$ cat src/rtl/nibble_serial_subtractor_pkg.sv
// nibble_serial_subtractor_pkg: shared FSM states, nibble width and step-count helper
package subtractor_pkg;
  typedef enum logic [1:0] {IDLE, RUN, DONE} state_t;
  localparam int NIBBLE = 4;
  function automatic int nibble_count(input int width);
    return width / NIBBLE;
  endfunction
endpackage

$ cat src/rtl/nibble_serial_subtractor_if.sv
// nibble_serial_subtractor_if: operand/result valid-ready bundle for the serial subtractor
interface nibble_serial_subtractor_if #(parameter int WIDTH = 8);
  logic in_valid;
  logic in_ready;
  logic [WIDTH-1:0] a;
  logic [WIDTH-1:0] b;
  logic bin;
  logic out_valid;
  logic out_ready;
  logic [WIDTH-1:0] diff;
  logic bout;
  logic ovf;
  logic zero;
  modport master (
    output in_valid, a, b, bin, out_ready,
    input in_ready, out_valid, diff, bout, ovf, zero
  );
  modport slave (
    input in_valid, a, b, bin, out_ready,
    output in_ready, out_valid, diff, bout, ovf, zero
  );
endinterface

$ cat src/rtl/nibble_subtractor.sv
// nibble_subtractor: combinational 4-bit a - b - bin with borrow-out
module nibble_subtractor
  import subtractor_pkg::*;
(
  input  logic [NIBBLE-1:0] a,
  input  logic [NIBBLE-1:0] b,
  input  logic              bin,
  output logic [NIBBLE-1:0] d,
  output logic              bout
);
  assign {bout, d} = {1'b0, a} - {1'b0, b} - {{NIBBLE{1'b0}}, bin};
endmodule

$ cat src/rtl/nibble_serial_subtractor.sv
// nibble_serial_subtractor: W-bit a - b - bin, one nibble per clock LSB first, behind valid/ready
module nibble_serial_subtractor
  import subtractor_pkg::*;
#(
  parameter int WIDTH = 8
) (
  input logic clk,
  input logic rst,
  nibble_serial_subtractor_if.slave bus
);
  localparam int N = nibble_count(WIDTH);
  localparam int IW = $clog2(N);
  if (WIDTH % NIBBLE != 0 || WIDTH < 8) begin : g_bad_width
    $error("WIDTH must be a multiple of 4 and at least 8");
  end
  state_t state, state_nx;
  logic [WIDTH-1:0] a_q, b_q, diff_q, diff_nx;
  logic [IW-1:0] idx;
  logic [NIBBLE-1:0] d;
  logic borrow, bo, ovf_q, zero_q, last;
  assign last = idx == IW'(N - 1);
  nibble_subtractor u_nib (
    .a(a_q[idx*NIBBLE +: NIBBLE]),
    .b(b_q[idx*NIBBLE +: NIBBLE]),
    .bin(borrow),
    .d(d),
    .bout(bo)
  );
  always_ff @(posedge clk or posedge rst)
    if (rst) state <= IDLE;
    else state <= state_nx;
  always_comb
    state_nx = state == IDLE ? (bus.in_valid ? RUN : IDLE)
             : state == RUN  ? (last ? DONE : RUN)
             : (bus.out_ready ? IDLE : DONE);
  always_comb begin
    bus.in_ready = state == IDLE;
    bus.out_valid = state == DONE;
  end
  // full result with the current nibble merged in, so flags see the final value
  always_comb begin
    diff_nx = diff_q;
    diff_nx[idx*NIBBLE +: NIBBLE] = d;
  end
  always_ff @(posedge clk or posedge rst)
    if (rst) begin
      a_q <= '0;
      b_q <= '0;
      diff_q <= '0;
      borrow <= 1'b0;
      idx <= '0;
      ovf_q <= 1'b0;
      zero_q <= 1'b0;
    end else if (state == IDLE && bus.in_valid) begin
      a_q <= bus.a;
      b_q <= bus.b;
      borrow <= bus.bin;
      idx <= '0;
    end else if (state == RUN) begin
      diff_q <= diff_nx;
      borrow <= bo;
      idx <= idx + 1'b1;
      if (last) begin
        ovf_q <= (a_q[WIDTH-1] ^ b_q[WIDTH-1]) & (diff_nx[WIDTH-1] ^ a_q[WIDTH-1]);
        zero_q <= ~|diff_nx;
      end
    end
  assign bus.diff = diff_q;
  assign bus.bout = borrow;
  assign bus.ovf = ovf_q;
  assign bus.zero = zero_q;
endmodule

$ cat src/flat_wrapper.sv
// flat-port wrapper written by rule: the top's interface ports become plain ports
module nibble_serial_subtractor_flat import subtractor_pkg::*;
#(
  parameter int WIDTH = 8
)
  (clk, rst, bus_in_valid, bus_a, bus_b, bus_bin, bus_out_ready, bus_in_ready, bus_out_valid, bus_diff, bus_bout, bus_ovf, bus_zero);
  nibble_serial_subtractor_if #(.WIDTH(WIDTH)) bus_i ();
  input logic clk;
  input logic rst;
  input wire logic [$bits(bus_i.in_valid)-1:0] bus_in_valid;
  input wire logic [$bits(bus_i.a)-1:0] bus_a;
  input wire logic [$bits(bus_i.b)-1:0] bus_b;
  input wire logic [$bits(bus_i.bin)-1:0] bus_bin;
  input wire logic [$bits(bus_i.out_ready)-1:0] bus_out_ready;
  output wire logic [$bits(bus_i.in_ready)-1:0] bus_in_ready;
  output wire logic [$bits(bus_i.out_valid)-1:0] bus_out_valid;
  output wire logic [$bits(bus_i.diff)-1:0] bus_diff;
  output wire logic [$bits(bus_i.bout)-1:0] bus_bout;
  output wire logic [$bits(bus_i.ovf)-1:0] bus_ovf;
  output wire logic [$bits(bus_i.zero)-1:0] bus_zero;
  assign bus_i.in_valid = bus_in_valid;
  assign bus_i.a = bus_a;
  assign bus_i.b = bus_b;
  assign bus_i.bin = bus_bin;
  assign bus_i.out_ready = bus_out_ready;
  assign bus_in_ready = bus_i.in_ready;
  assign bus_out_valid = bus_i.out_valid;
  assign bus_diff = bus_i.diff;
  assign bus_bout = bus_i.bout;
  assign bus_ovf = bus_i.ovf;
  assign bus_zero = bus_i.zero;
  nibble_serial_subtractor #(.WIDTH(WIDTH)) u_core (.clk(clk), .rst(rst), .bus(bus_i));
endmodule
$ cat config.mk
export PLATFORM = sky130hd
export DESIGN_NAME = nibble_serial_subtractor_flat
export DESIGN_NICKNAME = d
export VERILOG_FILES = /design/src/rtl/nibble_serial_subtractor_pkg.sv /design/src/rtl/nibble_serial_subtractor_if.sv /design/src/rtl/nibble_subtractor.sv /design/src/rtl/nibble_serial_subtractor.sv /design/src/flat_wrapper.sv
export SDC_FILE = /design/constraint.sdc
export NUM_CORES = 1
export LEC_CHECK = 0
export CAP_MARGIN = 20
export CORE_AREA = 2 2 58 60
export CTS_BUF_LIST = sky130_fd_sc_hd__clkbuf_2
export CTS_CLUSTER_SIZE = 16
export DETAILED_ROUTE_END_ITERATION = 8
export DIE_AREA = 0 0 60 62
export PLACE_DENSITY = 0.84
export SYNTH_ARGS = -nofsm -noshare
export SYNTH_HDL_FRONTEND = slang
export SYNTH_SLANG_ARGS = --single-unit
$ cat constraint.sdc
create_clock -name clk -period 3.1 [get_ports clk]
set_clock_uncertainty 0.05 [all_clocks]
set_input_delay 0.465 -clock clk [delete_from_list [all_inputs] [get_ports clk]]
set_output_delay 0.465 -clock clk [all_outputs]
set_load 0.05 [all_outputs]
[Word-level counts from Yosys, hierarchy flattened]
Cells that the tools add are included.
Operators by class
  $add $sub $neg: 4
  equality and inequality tests: 2
  shifts and indexed selects: 4
  mux-type cells: 10
  bitwise logic cells: 4
  reduce and logical (&&, ||, !) cells: 7
Operator list (number)
  3-bit negator with 34-bit output: 1
  4-bit by 34-bit variable shift with 8-bit output, first input constant: 1
  4-bit by 34-bit variable part select with 8-bit output: 1
  8-bit by 4-bit variable part select with 4-bit output: 2
  8-bit bitwise mux: 1
  2-bit 2-to-1 mux: 4
  8-bit OR reduction: 1
  1-bit 2-to-1 mux: 5
  4-bit by 4-bit subtractor with 5-bit output: 1
  5-bit by 1-bit subtractor with 5-bit output: 1
  3-bit AND reduction: 1
  2-bit by 1-bit equality test with 1-bit output, second input constant: 1
  2-bit equality test, second input constant: 1
  2-bit zero test: 1
  2-bit AND reduction: 1
  2-bit nonzero test: 1
  1-bit bitwise XOR: 2
  1-bit adder, second input constant: 1
  1-bit bitwise AND: 1
  1-bit logical AND: 1
  1-bit zero test: 1
  1-bit inverter: 1
Word-level totals
  register bits after elaboration: 30
  bits of input ports: 21
  output and inout bits: 13
  logic and storage cells: 39

[Depth between registers and ports, before layout]
  word-level depth: 7
  depth in mapped cells: 9
  depth with buffers taken out: 8

[Cells and area by module]
From an unflattened synthesis, not the netlist that was laid out.
Second synthesis, totals
  cells, all modules: 114
  area total of the unflattened synthesis: 1521.5 µm²
By module, submodules not included
  nibble_serial_subtractor: times used 1, cells an instance 90, area an instance 1313.8 µm², sequential area each 750.7 µm²
  nibble_subtractor: times used 1, cells an instance 24, area an instance 207.7 µm², sequential area each 0.0 µm²

[Least setup slack after synthesis]
Ideal clock, no wire load.
  kind: register to register
  start point: register u_core.idx
  end point: register u_core.ovf_q, in the netlist u_core.bus.ovf
  library setup time: 69 ps
  arrival: 2516 ps
  data required time: 2981 ps
  setup slack: 465 ps
  cell stages (with the launch flop): 9
  buffers on the path: 1
  period minus slack after synthesis: 2635 ps
  cell sequence: dfrtp_1 buf_2 mux2_2 fa_1 ha_1 nand2_1 and4_1 or4_1 nand3_1
Between the ends
  longest elaborated chain between the ends: 7
  elaborated cells between the ends (all ways): 11
  those cells by class: 3 x add/sub; 4 x shift; 1 x mux; 2 x bitwise; 1 x reduce/logical
Ends and longest elaborated chain
  start: declaration: RTL line nibble_serial_subtractor.sv:18  | logic [IW-1:0] idx;
  start signal: assignment: RTL line nibble_serial_subtractor.sv:62  | idx <= idx + 1'b1;
  8-bit by 4-bit variable part select with 4-bit output (on tied branches): RTL line nibble_serial_subtractor.sv:23, nibble_serial_subtractor.sv:24
  4-bit by 4-bit subtractor with 5-bit output: RTL line nibble_subtractor.sv:11  | assign {bout, d} = {1'b0, a} - {1'b0, b} - {{NIBBLE{1'b0}}, bin};
  5-bit by 1-bit subtractor with 5-bit output: RTL line nibble_subtractor.sv:11
  4-bit by 34-bit variable part select with 8-bit output: RTL line nibble_serial_subtractor.sv:43  | diff_nx[idx*NIBBLE +: NIBBLE] = d;
  8-bit bitwise mux: RTL line nibble_serial_subtractor.sv:43
  1-bit bitwise XOR: RTL line nibble_serial_subtractor.sv:64  | ovf_q <= (a_q[WIDTH-1] ^ b_q[WIDTH-1]) & (diff_nx[WIDTH-1] ^ a_q[WIDTH-1]);
  1-bit bitwise AND: RTL line nibble_serial_subtractor.sv:64
  end signal: assignment: RTL line nibble_serial_subtractor.sv:64
  end: declaration: RTL line nibble_serial_subtractor.sv:20  | logic borrow, bo, ovf_q, zero_q, last;
Several ways; a longest one is shown, not always the timed one.
A chain may end at the register's enable or synchronous reset.

[Worst setup path after layout]
Ends and elaborated chain as after synthesis.

==> results.md <==
* Pins Over Slew Limit at 0
* Utilization of the core after routing at 0.591
* Area inside the core boundary at around 3200 sq um
* Number of sinks driven by the clock tree at 30
* Total number of H-tree levels at 2
* Number of nets with antenna violations after routing at 0
* Vias in the first global route at 1040
* Highest Clock Rate at around 0.38 GHz
* Dominant delay contributor by cell family on the critical path: simple AND/OR/NAND/NOR gates
* Fin nets at between 150 and 200
* Final weighted congestion of routability-driven global placement at about 0.91
* Worst R2R End: u_core.bus.ovf
* Cell with the largest stage delay on the worst path: sky130_fd_sc_hd__dfrtp_1
* Buffer type at the clock tree root: sky130_fd_sc_hd__clkbuf_2
* Setup crit start kind: register
* Final count of negative-setup-slack endpoints at 0
* Count of buffers inserted at the top-level ports at 33
* Final min period at between 2 and 3 ns
* Top area cells in the synthesized netlist: sky130_fd_sc_hd__dfrtp_1, sky130_fd_sc_hd__mux2_2, sky130_fd_sc_hd__ha_1
* Die outline area at ~3700 sq um
* Number of buffer and inverter instances along the worst setup path at 0
* Maximum count of clock buffers along a single path at 2
* Global-route wire length before repair at around 4.5 mm
* Kind of end point of the critical path: register
* Leading cell type in the layout, fill and taps excluded: sky130_fd_sc_hd__clkdlybuf4s50_1
* Post-detailed-route via-to-cell ratio at about 5
* Share of Yosys cell area claimed by the top area cell type at 0.512
* Cell count after synthesis at between 100 and 150
* Vert. Die Dim at 62 microns
* Number of violations of the max-capacitance limit at 0
* Register bit count reported by yosys at 30
* Layout overhead on the synthesized area at 28.3%
* Setup repair after global routing missed its margin: no
* Hold-fix buffers at CTS at 0
* HP Class: in -> async
* Yosys warns at 0
* Ports at 34
* Effective utilization at floorplan at 0.461
* Average size of a mapped cell at roughly 13 sq um
* DRC violations left at 0
* DP HPWL at 2.15 mm
* Clk Latency, worst-skew pair at approximately 0.35 ns
* WS Path Type: reg -> reg
* GRT Util Overall at 0.167
* Setup Fix Bufs, Post-CTS at 0
* Clock-pin slew on the worst setup and hold paths at around 0.16 ns
* Share of post-route cells with drive strength above 1 at 0.239
* Routed wire per std cell at approximately 14 microns
* R2R depth at 7
* Syn_nets at about 140
* Worst slew pin tran at about 0.84 ns
* Pin count of the biggest net entering global routing at 31
* CP max stage delay at around 0.55 ns
* Cts bufs inserted at 5
* R2R Path Start: u_core.idx
* Status: finished clean
* Total negative slack for setup checks at 0 ns
* CTS resizes at 0
* Number of vias after detailed routing at 995
* Total wire length at ~2.7 mm
* Minimum setup slack among reg-to-reg paths at approximately 0.45 ns
* Final hold viol count at 0
* Portion of the post-synthesis area used by sequential elements at 0.512
* Maximum fanout encountered on the critical timing path at 7
* Arrival time worst endpoint at slightly below 3 ns
* Portion of the clock cycle consumed by the worst path in the final layout at 0.856
* Filler Cell Count at 271
* Post-synthesis cell type count at 28
* Total inserted antenna cells at 0
* Number of detailed-route iterations in the first pass at 4
* Congestion Overflow GR at 0
* Remaining max-slew budget at the tightest pin at 0.441
* Width of the die at about 60 microns
* Cell chain of the critical path: mux2_2, fa_1, ha_1, nand2_1, and4_1, or4_1, nand3_1
* CTS tree: yes
* Initial antenna violation count at 0
* Combined area of all synthesized cells at about 1500 sq um
* Most frequent cells in the layout: sky130_fd_sc_hd__clkdlybuf4s50_1, sky130_fd_sc_hd__dfrtp_1, sky130_fd_sc_hd__mux2_2
* Data required time at the worst endpoint at around 3.3 ns
* Cell type with the highest aggregate area in the netlist: sky130_fd_sc_hd__dfrtp_1
* Violation count after the first detailed-route iteration at 24
* Floorplan row count at 21
## worst max-delay path by stage
stage,startpoint,end,cells past startpoint
after floorplan,u_core.idx,u_core.bus.ovf,8
after global placement,u_core.idx,u_core.bus.bout,7
after detailed placement,u_core.idx,u_core.bus.ovf,7
after CTS,u_core.idx,u_core.bus.ovf,7
after global routing,u_core.idx,u_core.bus.ovf,8
final,u_core.idx,u_core.bus.ovf,7
## stage by stage
stage	hold WS, ns	setup slack [ns]	area (sq um)	cells
after floorplan	0.407	0.465	1470	115
after global placement	0.415	0.558	1840	193
after detailed placement	0.432	0.494	1840	193
after CTS	0.413	0.437	1880	201
after global routing	0.433	0.321	1880	201
final	0.417	0.447	1880	201
## cells in the mapped netlist (all sizes together)
library cell / n
nor2: 6
buf: 3
mux2i: 4
nand2b: 4
mux2: 26
xnor2: 3
a21boi: 1
nor2b: 1
dfrtp: 30
or2: 1
or4: 1
o221ai: 1
ha: 4
nor3b: 1
fa: 2
and2: 1
and4: 2
nand3b: 1
o22ai: 1
inv: 6
nand3: 2
nor4: 1
o21ai: 5
a21oi: 3
nand2: 5
## sequential cells by signal (all words and copies together), names as in the netlist
register and flops:
u_core.a_q 8, u_core.b_q 8, u_core.bus.diff 8, u_core.state 2, u_core.bus.bout 1, u_core.bus.ovf 1
u_core.bus.zero 1, u_core.idx 1
## kinds of logic after synthesis
| logic type | Yosys count | share of synthesized area |
|---|---|---|
| simple gates | 26 | 0.0991 |
| fa+ha+maj | 6 | 0.0615 |
| flops | 30 | 0.512 |
| mux | 30 | 0.230 |
| compound gates | 11 | 0.0453 |
| buf+inv | 9 | 0.0342 |
| xor+xnor | 3 | 0.0179 |
## layout make-up
class | count | area (sq um) | area share
clock inverters | 2 | 8.76 | 0.00466
inverters | 6 | 22.5 | 0.0120
repair buffers | 35 | 345 | 0.184
clock buffers | 6 | 30.0 | 0.0160
multi-input cells | 76 | 664 | 0.354
flip-flops and latches | 30 | 751 | 0.399
well taps | 46 | 57.6 | 0.0306
## metal layers
metal | routed length [microns] | up-vias | global-route usage
met5 | 0 | - | 0
met4 | 85 | 0 | 0.108
met3 | 112 | 9 | 0.0311
met2 | 1400 | 27 | 0.295
met1 | 1150 | 478 | 0.186
li1 | - | 481 | -
## tightest hold or removal path: stages
cell	delay (ns)
sky130_fd_sc_hd__clkdlybuf4s50_1	0.40
sky130_fd_sc_hd__inv_1	0.05
sky130_fd_sc_hd__buf_4	0.34
Power is not shown: default switching activity piles up to over one toggle a cycle in this logic, so the estimate is an artifact.
